[config.mk]
export PLATFORM = sky130hd
export DESIGN_NAME = switch_key_input
export DESIGN_NICKNAME = d
export VERILOG_FILES = /design/src/rtl/io_input_pkg.sv /design/src/rtl/input_sync.sv /design/src/rtl/switch_key_input.sv
export SDC_FILE = /design/constraint.sdc
export NUM_CORES = 1
export LEC_CHECK = 0
export ABC_AREA = 1
export CORE_MARGIN = 2
export CORE_UTILIZATION = 49
export CTS_CLUSTER_DIAMETER = 30
export CTS_CLUSTER_SIZE = 40
export DETAILED_ROUTE_END_ITERATION = 12
export PLACE_DENSITY = 0.83
export REMOVE_ABC_BUFFERS = 1
export SLEW_MARGIN = 40
export SYNTH_ARGS = -nofsm -noshare
export SYNTH_HDL_FRONTEND = slang
export SYNTH_HIERARCHICAL = 1
export SYNTH_SLANG_ARGS = --single-unit
export TNS_END_PERCENT = 5
[constraint.sdc]
create_clock -name clk -period 1.58 [get_ports clk]
set_input_delay 0.158 -clock clk [delete_from_list [all_inputs] [get_ports clk]]
set_output_delay 0.158 -clock clk [all_outputs]
set_load 0.01 [all_outputs]
[src/rtl/io_input_pkg.sv]
// Shared types and constants for the switch/key input front end.
package io_input_pkg;

  typedef enum logic [1:0] {
    KEY_IDLE         = 2'd0,
    KEY_PRESS_WAIT   = 2'd1,
    KEY_PRESSED      = 2'd2,
    KEY_RELEASE_WAIT = 2'd3
  } key_state_e;

  localparam logic IO_SEL_SW  = 1'b0;
  localparam logic IO_SEL_KEY = 1'b1;

  localparam int DEBOUNCE_CYCLES_DEF = 1_000_000;

endpackage

[src/rtl/input_sync.sv]
// Two-flop synchronizer for asynchronous board pins, synchronous active-low reset.
module input_sync #(
  parameter int WIDTH = 1
) (
  input  logic             clk,
  input  logic             rst,
  input  logic [WIDTH-1:0] d,
  output logic [WIDTH-1:0] q
);

  logic [WIDTH-1:0] meta_q, meta_d;
  logic [WIDTH-1:0] sync_q, sync_d;

  always_comb begin
    meta_d = d;
    sync_d = meta_q;
  end

  always_ff @(posedge clk) begin
    if (!rst) begin
      meta_q <= '0;
      sync_q <= '0;
    end else begin
      meta_q <= meta_d;
      sync_q <= sync_d;
    end
  end

  assign q = sync_q;

endmodule

[src/rtl/switch_key_input.sv]
// Switch/confirm-key front end: sync, debounce, snapshot on press, CPU IO read mux.
// Define INPUT_DEBOUNCE_EN for real debouncing; otherwise the counters are dropped.
module switch_key_input
  import io_input_pkg::*;
#(
  parameter int SW_WIDTH        = 16,
  parameter int DEBOUNCE_CYCLES = DEBOUNCE_CYCLES_DEF
) (
  input  logic                clk,
  input  logic                rst,
  input  logic [SW_WIDTH-1:0] sw_in,
  input  logic                key_in,
  input  logic                IORead,
  input  logic                io_sel,
  output logic [15:0]         io_read_data,
  output logic [15:0]         display_data,
  output logic [SW_WIDTH-1:0] sw_stable,
  output logic                key_pulse,
  output logic                key_valid
);

  localparam int CAP_W = (SW_WIDTH < 16) ? SW_WIDTH : 16;

  if (DEBOUNCE_CYCLES < 2 || DEBOUNCE_CYCLES > (1 << 20)) begin : g_param_chk
    $error("switch_key_input: DEBOUNCE_CYCLES out of range 2..2^20");
  end

  logic [SW_WIDTH-1:0] sw_sync;
  logic                key_sync;

  input_sync #(.WIDTH(SW_WIDTH)) u_sw_sync (
    .clk (clk),
    .rst (rst),
    .d   (sw_in),
    .q   (sw_sync)
  );

  input_sync #(.WIDTH(1)) u_key_sync (
    .clk (clk),
    .rst (rst),
    .d   (key_in),
    .q   (key_sync)
  );

  logic [SW_WIDTH-1:0] sw_stable_q, sw_stable_d;
  key_state_e          state_q, state_d;
  logic                key_pulse_q, key_pulse_d;
  logic                key_valid_q, key_valid_d;
  logic [15:0]         display_q, display_d;
  logic [15:0]         snap;
  logic                key_done;

`ifdef INPUT_DEBOUNCE_EN
  localparam int CNT_W = $clog2(DEBOUNCE_CYCLES + 1);
  localparam logic [CNT_W-1:0] CNT_MAX = CNT_W'(DEBOUNCE_CYCLES);
  // Load on the edge where the count reaches DEBOUNCE_CYCLES-1.
  localparam logic [CNT_W-1:0] CNT_HIT = CNT_W'(DEBOUNCE_CYCLES - 2);

  logic [SW_WIDTH-1:0] sw_prev_q, sw_prev_d;
  logic [CNT_W-1:0]    sw_cnt_q, sw_cnt_d;
  logic [CNT_W-1:0]    key_cnt_q, key_cnt_d;
  logic                sw_change;

  always_comb begin
    sw_prev_d   = sw_sync;
    sw_change   = (sw_sync != sw_prev_q);
    sw_cnt_d    = sw_cnt_q;
    sw_stable_d = sw_stable_q;
    if (sw_change) begin
      sw_cnt_d = '0;
    end else begin
      if (sw_cnt_q < CNT_MAX) sw_cnt_d = sw_cnt_q + 1'b1;
      if (sw_cnt_q == CNT_HIT) sw_stable_d = sw_sync;
    end
  end

  assign key_done = (key_cnt_q == CNT_HIT);

  always_comb begin
    key_cnt_d = key_cnt_q;
    if (state_d != state_q) begin
      key_cnt_d = '0;
    end else if ((state_q == KEY_PRESS_WAIT || state_q == KEY_RELEASE_WAIT) &&
                 key_cnt_q < CNT_MAX) begin
      key_cnt_d = key_cnt_q + 1'b1;
    end
  end

  always_ff @(posedge clk) begin
    if (!rst) begin
      sw_prev_q <= '0;
      sw_cnt_q  <= '0;
      key_cnt_q <= '0;
    end else begin
      sw_prev_q <= sw_prev_d;
      sw_cnt_q  <= sw_cnt_d;
      key_cnt_q <= key_cnt_d;
    end
  end
`else
  always_comb begin
    sw_stable_d = sw_sync;
  end

  assign key_done = 1'b1;
`endif

  always_comb begin
    snap            = '0;
    snap[CAP_W-1:0] = sw_stable_q[CAP_W-1:0];
  end

  always_comb begin
    state_d     = state_q;
    key_pulse_d = 1'b0;
    case (state_q)
`ifdef INPUT_DEBOUNCE_EN
      KEY_IDLE:    if (key_sync) state_d = KEY_PRESS_WAIT;
      KEY_PRESSED: if (!key_sync) state_d = KEY_RELEASE_WAIT;
`else
      // Without debounce the wait states have zero length: confirm immediately.
      KEY_IDLE: begin
        if (key_sync) begin
          state_d     = KEY_PRESSED;
          key_pulse_d = 1'b1;
        end
      end
      KEY_PRESSED: if (!key_sync) state_d = KEY_IDLE;
`endif
      KEY_PRESS_WAIT: begin
        if (!key_sync) begin
          state_d = KEY_IDLE;
        end else if (key_done) begin
          state_d     = KEY_PRESSED;
          key_pulse_d = 1'b1;
        end
      end
      KEY_RELEASE_WAIT: begin
        if (key_sync)      state_d = KEY_PRESSED;
        else if (key_done) state_d = KEY_IDLE;
      end
      default: state_d = KEY_IDLE;
    endcase
  end

  // A new snapshot beats a same-cycle read clear.
  always_comb begin
    key_valid_d = key_valid_q;
    display_d   = display_q;
    if (IORead && io_sel == IO_SEL_SW) key_valid_d = 1'b0;
    if (key_pulse_d) begin
      key_valid_d = 1'b1;
      display_d   = snap;
    end
  end

  always_ff @(posedge clk) begin
    if (!rst) begin
      sw_stable_q <= '0;
      state_q     <= KEY_IDLE;
      key_pulse_q <= 1'b0;
      key_valid_q <= 1'b0;
      display_q   <= '0;
    end else begin
      sw_stable_q <= sw_stable_d;
      state_q     <= state_d;
      key_pulse_q <= key_pulse_d;
      key_valid_q <= key_valid_d;
      display_q   <= display_d;
    end
  end

  assign io_read_data = (io_sel == IO_SEL_KEY) ? {15'b0, key_valid_q} : display_q;
  assign display_data = display_q;
  assign sw_stable    = sw_stable_q;
  assign key_pulse    = key_pulse_q;
  assign key_valid    = key_valid_q;

endmodule

; ---- Yosys cells after proc, flatten, opt, wreduce, memory -nomap -nowiden
; Index checks and enable logic that the tools add are counted.
[word_totals]
word_cells = 30
input_bits = 21
out_inout_bits = 50
regBits = 70
[classes]
bitwise = 1
n_mux = 9
reduce_logical = 6
n_eq_ne = 5
[ops]
columns = cell, n
row1 = $mux 16, 1
row2 = $mux 2, 3
row3 = $pmux 2 s3, 1
row4 = $eq 2x2->1 const B, 2
row5 = $mux 1, 4
row6 = $reduce_or 2->1, 2
row7 = $eq 2x1->1 const B, 1
row8 = $logic_not 2->1, 1
row9 = $ne 2x1->1 const B, 1
row10 = $ne 2x2->1 const B, 1
row11 = $reduce_and 2->1, 1
row12 = $reduce_bool 2->1, 1
row13 = $logic_and 1x1->1, 1
row14 = $not 1->1, 1

; ---- Depth between registers and ports, before layout
; Gate-level depths: netlist of the first run.
[depth]
depth_word = 4
depth_mapped = 7
ltp_nobuf = 5

; ---- By module
; The synthesis of the first run kept the hierarchy.
[modules_own_cells]
columns = module, seq_area_each_um2, area_per_inst_um2, cells_each, n_inst
row1 = switch_key_input, 700.7, 1393.8, 204, 1
row2 = input_sync (u_sw_sync), 640.6, 914.6, 99, 1
row3 = input_sync (u_key_sync), 40.0, 55.1, 6, 1

; ---- Least setup slack after synthesis of the first run
; No wires, ideal clock.
[synth_timing]
kind = register to register
startpoint = register state_q[1]
endpoint = register display_q[10], in the netlist display_data[10]
slack_ps = 545
period_less_slack_ps = 1035
t_required_ps = 1467
stages_incl_launch_ff = 7
arrival_ps = 922
n_path_buf = 2
setup_ps = 113
path_cell_list = dfxtp_1 inv_1 ha_1 buf_6 buf_4 nor2_1 nor2_1
[synth_between]
elab_chain_len = 3
word_cells_on_any_way = 4
cone_classes = eq/ne: 1 / mux: 1 / reduce/logical: 2
[synth_rtl]
columns = item, line
row1 = from (decl), switch_key_input.sv:46  ; key_state_e state_q, state_d;
row2 = from (signal assigned), switch_key_input.sv:166  ; state_q <= state_d;
row3 = $eq 2x1->1 / $logic_not 2->1 (equally long branches), switch_key_input.sv:116  ; case (state_q)
row4 = $reduce_or 2->1 (no line) *, n/a
row5 = $mux 1 *, n/a
row6 = via key_pulse_d, switch_key_input.sv:47  ; logic key_pulse_q, key_pulse_d;
row7 = to (signal assigned), switch_key_input.sv:169  ; display_q <= display_d;
row8 = to (decl), switch_key_input.sv:49  ; logic [15:0] display_q, display_d;
; Mark *: on every way through the listed nets, which the timed path passes. The rest lies on a longest branch.
; A chain may end at the register's enable or synchronous reset.

; ---- Worst setup path in the final report of the first run
[layout_timing]
startpoint = register display_q[6], in the netlist display_data[6]
endpoint = output io_read_data[6]
[layout_between]
elab_chain_len = 1
[layout_rtl]
columns = item, line
row1 = $mux 16, switch_key_input.sv:173  ; assign io_read_data = (io_sel == IO_SEL_KEY) ? {15'b0, key_valid_q} : display_q;
row2 = to (decl), switch_key_input.sv:15  ; output logic [15:0] io_read_data,
; No other way between the ends.

==> results of run 1 <==
sequential cells by signal, indices dropped and copies added (netlist names):
register           flops
display_data          16
sw_stable             16
u_sw_sync/meta_q      16
u_sw_sync/q           16
key_pulse              1
key_valid              1
state_q                1
u_key_sync/meta_q      1
u_key_sync/q           1
metrics by stage:
| step | setup WS, ns | util (%) |
|---|---|---|
| 6_report | 0.0823 | 70.0 |
| 5_1_grt | 0.00338 | 70.0 |
| 4_1_cts | 0.0428 | 69.7 |
| 3_5_place_dp | -0.102 | 65.0 |
| 3_3_place_gp | -0.0483 | 65.0 |
| 2_1_floorplan | 0.249 | - |
metal layers:
layer	vias up	GRT usage (%)	share of wire [%]	routed length, um
met2	49	27.0	49	1950
met1	771	16.1	42	1670
met4	0	9.70	2.7	106
met5	-	0	0	0
li1	982	-	-	-
met3	11	5.21	6.0	237
how the worst min path moves through the flow:
stage,startpoint,end,cells past startpoint
after floorplan,rst,sw_stable[10],2
after global placement,u_sw_sync/q[0],sw_stable[0],2
after detailed placement,u_sw_sync/q[14],sw_stable[14],2
after CTS,rst,u_sw_sync/q[5],4
after global routing,rst,u_sw_sync/q[9],4
final,rst,u_sw_sync/q[5],4
worst min-delay path, stage by stage:
cell     delay, ns
buf_2         0.11
buf_4         0.23
nand2_1       0.09
inv_1         0.03
power groups by stage:
stage	sequential, mW	clock [mW]	combinational (mW)
2_1_floorplan	1.91	0	0.134
3_3_place_gp	1.89	0	0.350
3_5_place_dp	1.90	0	0.360
4_1_cts	1.86	1.59	0.360
5_1_grt	1.86	1.67	0.402
6_report	1.86	1.55	0.354
cells in the mapped netlist (all sizes together):
library cell / count
dfxtp: 69
ha: 1
buf: 13
nor2: 49
nand2: 92
inv: 85
cells by family (layout without fill, tap and decap cells):
group / after synthesis / after routing / synth area share [%]
flops: 69 / 69 / 58.4
buf+inv: 98 / 177 / 18.6
fa+ha+maj: 1 / 1 / 0.529
simple gates: 141 / 141 / 22.4
final cells by class:
| type | instances | area (um2) | area share [%] |
|---|---|---|---|
| Sequential cell | 69 | 1380 | 42.1 |
| Timing Repair Buffer | 76 | 751 | 22.9 |
| Multi-Input combinational cell | 142 | 542 | 16.5 |
| Inverter | 85 | 319 | 9.71 |
| Clock buffer | 10 | 138 | 4.19 |
| Clock inverter | 6 | 86.3 | 2.63 |
| Tap cell | 54 | 67.6 | 2.06 |
timing repair:
| action | 4_1_cts | 5_1_grt |
|---|---|---|
| gates cloned | 0 | 0 |
| endpoints found under the hold margin | 0 | 0 |
| endpoints found under the setup margin | 14 | 5 |
| resized for setup | 2 | 5 |
| setup buffers | 0 | 0 |
==> results.json, run 1 <==
{
  "outcome": "completed",
  "synth.area.top_cells": "dfxtp_1 58%, nand2_1 15%, inv_1 13%, nor2_1 7.8%, buf_6 3.3%",
  "cts.sinks": 69,
  "finalWeightedCongestion": 0.742,
  "clk_root_buffer_cell": "clkbuf_8",
  "drt_first_pass_iters": 4,
  "grt_pass1_vias": 1541,
  "switchingPower_uw": 823,
  "n_antenna_cell": 0,
  "r2r-start": "state_q[1]",
  "critPathTopFamily": "buffers and inverters",
  "die_area_um2": 5390,
  "crit_fanout": 3,
  "rr_worst_depth": 6,
  "rsz0062_at_grt": "false",
  "critPathLaunchType": "flip-flop",
  "startpoint": "display_data[6]",
  "wl_per_cell_um": 8.98,
  "finalWirelength_mm": 3.97,
  "netlist_instances": 309,
  "setup_viol": 0,
  "cts_tree": "done",
  "drv_cap": 0,
  "yosysSeqAreaShare_pct": 58.4,
  "grt_max_degree": 36,
  "p_leak_nw": 1.81,
  "die_h_um": 73.5,
  "track_usage_pct": 15.6,
  "cts_max_level": 3,
  "whs_ns": 0.333,
  "max_freq_ghz": 0.668,
  "path_buf_inv": 2,
  "cts_buffers": 9,
  "post-dp-hpwl_mm": 2.74,
  "drive_gt1_share_pct": 5.93,
  "fin_setup_tns_ns": 0,
  "critPathArrivalTime_ns": 1.34,
  "synth_area_leader_cell": "dfxtp_1",
  "grt_pass1_wl_mm": 6.33,
  "ctsHoldBuffers": 0,
  "comb_power_share_pct": 9.4,
  "p_total_mw": 3.76,
  "finalInstanceArea_um2": 3280,
  "rows": 25,
  "core_area_um2": 4690,
  "synth-seq-cells": 69,
  "layout_common_cells": "92 x nand2_1, 85 x inv_1, 69 x dfxtp_1",
  "relSlewSlack_pct": 77.6,
  "syn-cell-area_um2": 2360,
  "drc": 0,
  "slew_viol_final": 0,
  "r2r_slack_ns": 0.45,
  "crit_cells": 3,
  "hp-class": "in -> reg",
  "skew_ns": 0.00714,
  "critPathMaxStageDelay_ns": 0.53,
  "crit_path_end": "io_read_data[6]",
  "final_nets": 405,
  "drt_iter0_markers": 59,
  "port_buffers": 70,
  "power.density_nw_per_um2": 1150,
  "vias_per_cell": 4.10,
  "tightest_slew_ns": 0.336,
  "vias": 1813,
  "insertion_delay_ns": 0.33,
  "fillers": 414,
  "mostFrequentLayoutCell": "nand2_1",
  "critPathRequiredTime_ns": 1.42,
  "clkTransAtPathRegs_ns": 0.07,
  "initial_core_util_pct": 50.4,
  "synth.distinct_cells": 8,
  "crit_slowest_cell": "clkdlybuf4s50_1",
  "hold_viol": 0,
  "power_frac_clock_pct": 41.2,
  "intPower_mw": 2.94,
  "end_kind": "output port",
  "grt-ovfl-total": 0,
  "swShare_pct": 21.9,
  "io_pins": 71,
  "finalNonFillerCells": 442,
  "die_w_um": 73.5,
  "synth_top_area_share_pct": 58.4,
  "rr_endpoint": "display_data[2]",
  "setup.worst_path.class": "reg -> out",
  "period_minus_slack_ns": 1.50,
  "path_cells": "inv_1, nor2_1, clkdlybuf4s50_1",
  "irDropWorstVdd_mv": 0.742,
  "yosysWarnings": 6,
  "period_share_pct": 94.8,
  "sequentialPowerShare_pct": 49.4,
  "avgSynthCellArea_um2": 7.65,
  "syn2layout_area_growth_pct": 39.0,
  "placed_area_um2": 3050,
  "ant_nets": 0,
  "dp.cells": 426,
  "clk_path_buf_depth": 2,
  "antenna_found_initial": 0
}
Note: power is estimated with default switching activity, not from simulation.
==> run 2, diff against run 1 <==
--- a/config.mk
+++ b/config.mk
@@ -18,4 +18,3 @@
 export SYNTH_HDL_FRONTEND = slang
 export SYNTH_HIERARCHICAL = 1
 export SYNTH_SLANG_ARGS = --single-unit
-export TNS_END_PERCENT = 5
==> results of run 2 <==
No change in the layout: final DEF, timing and power equal those of run 1.
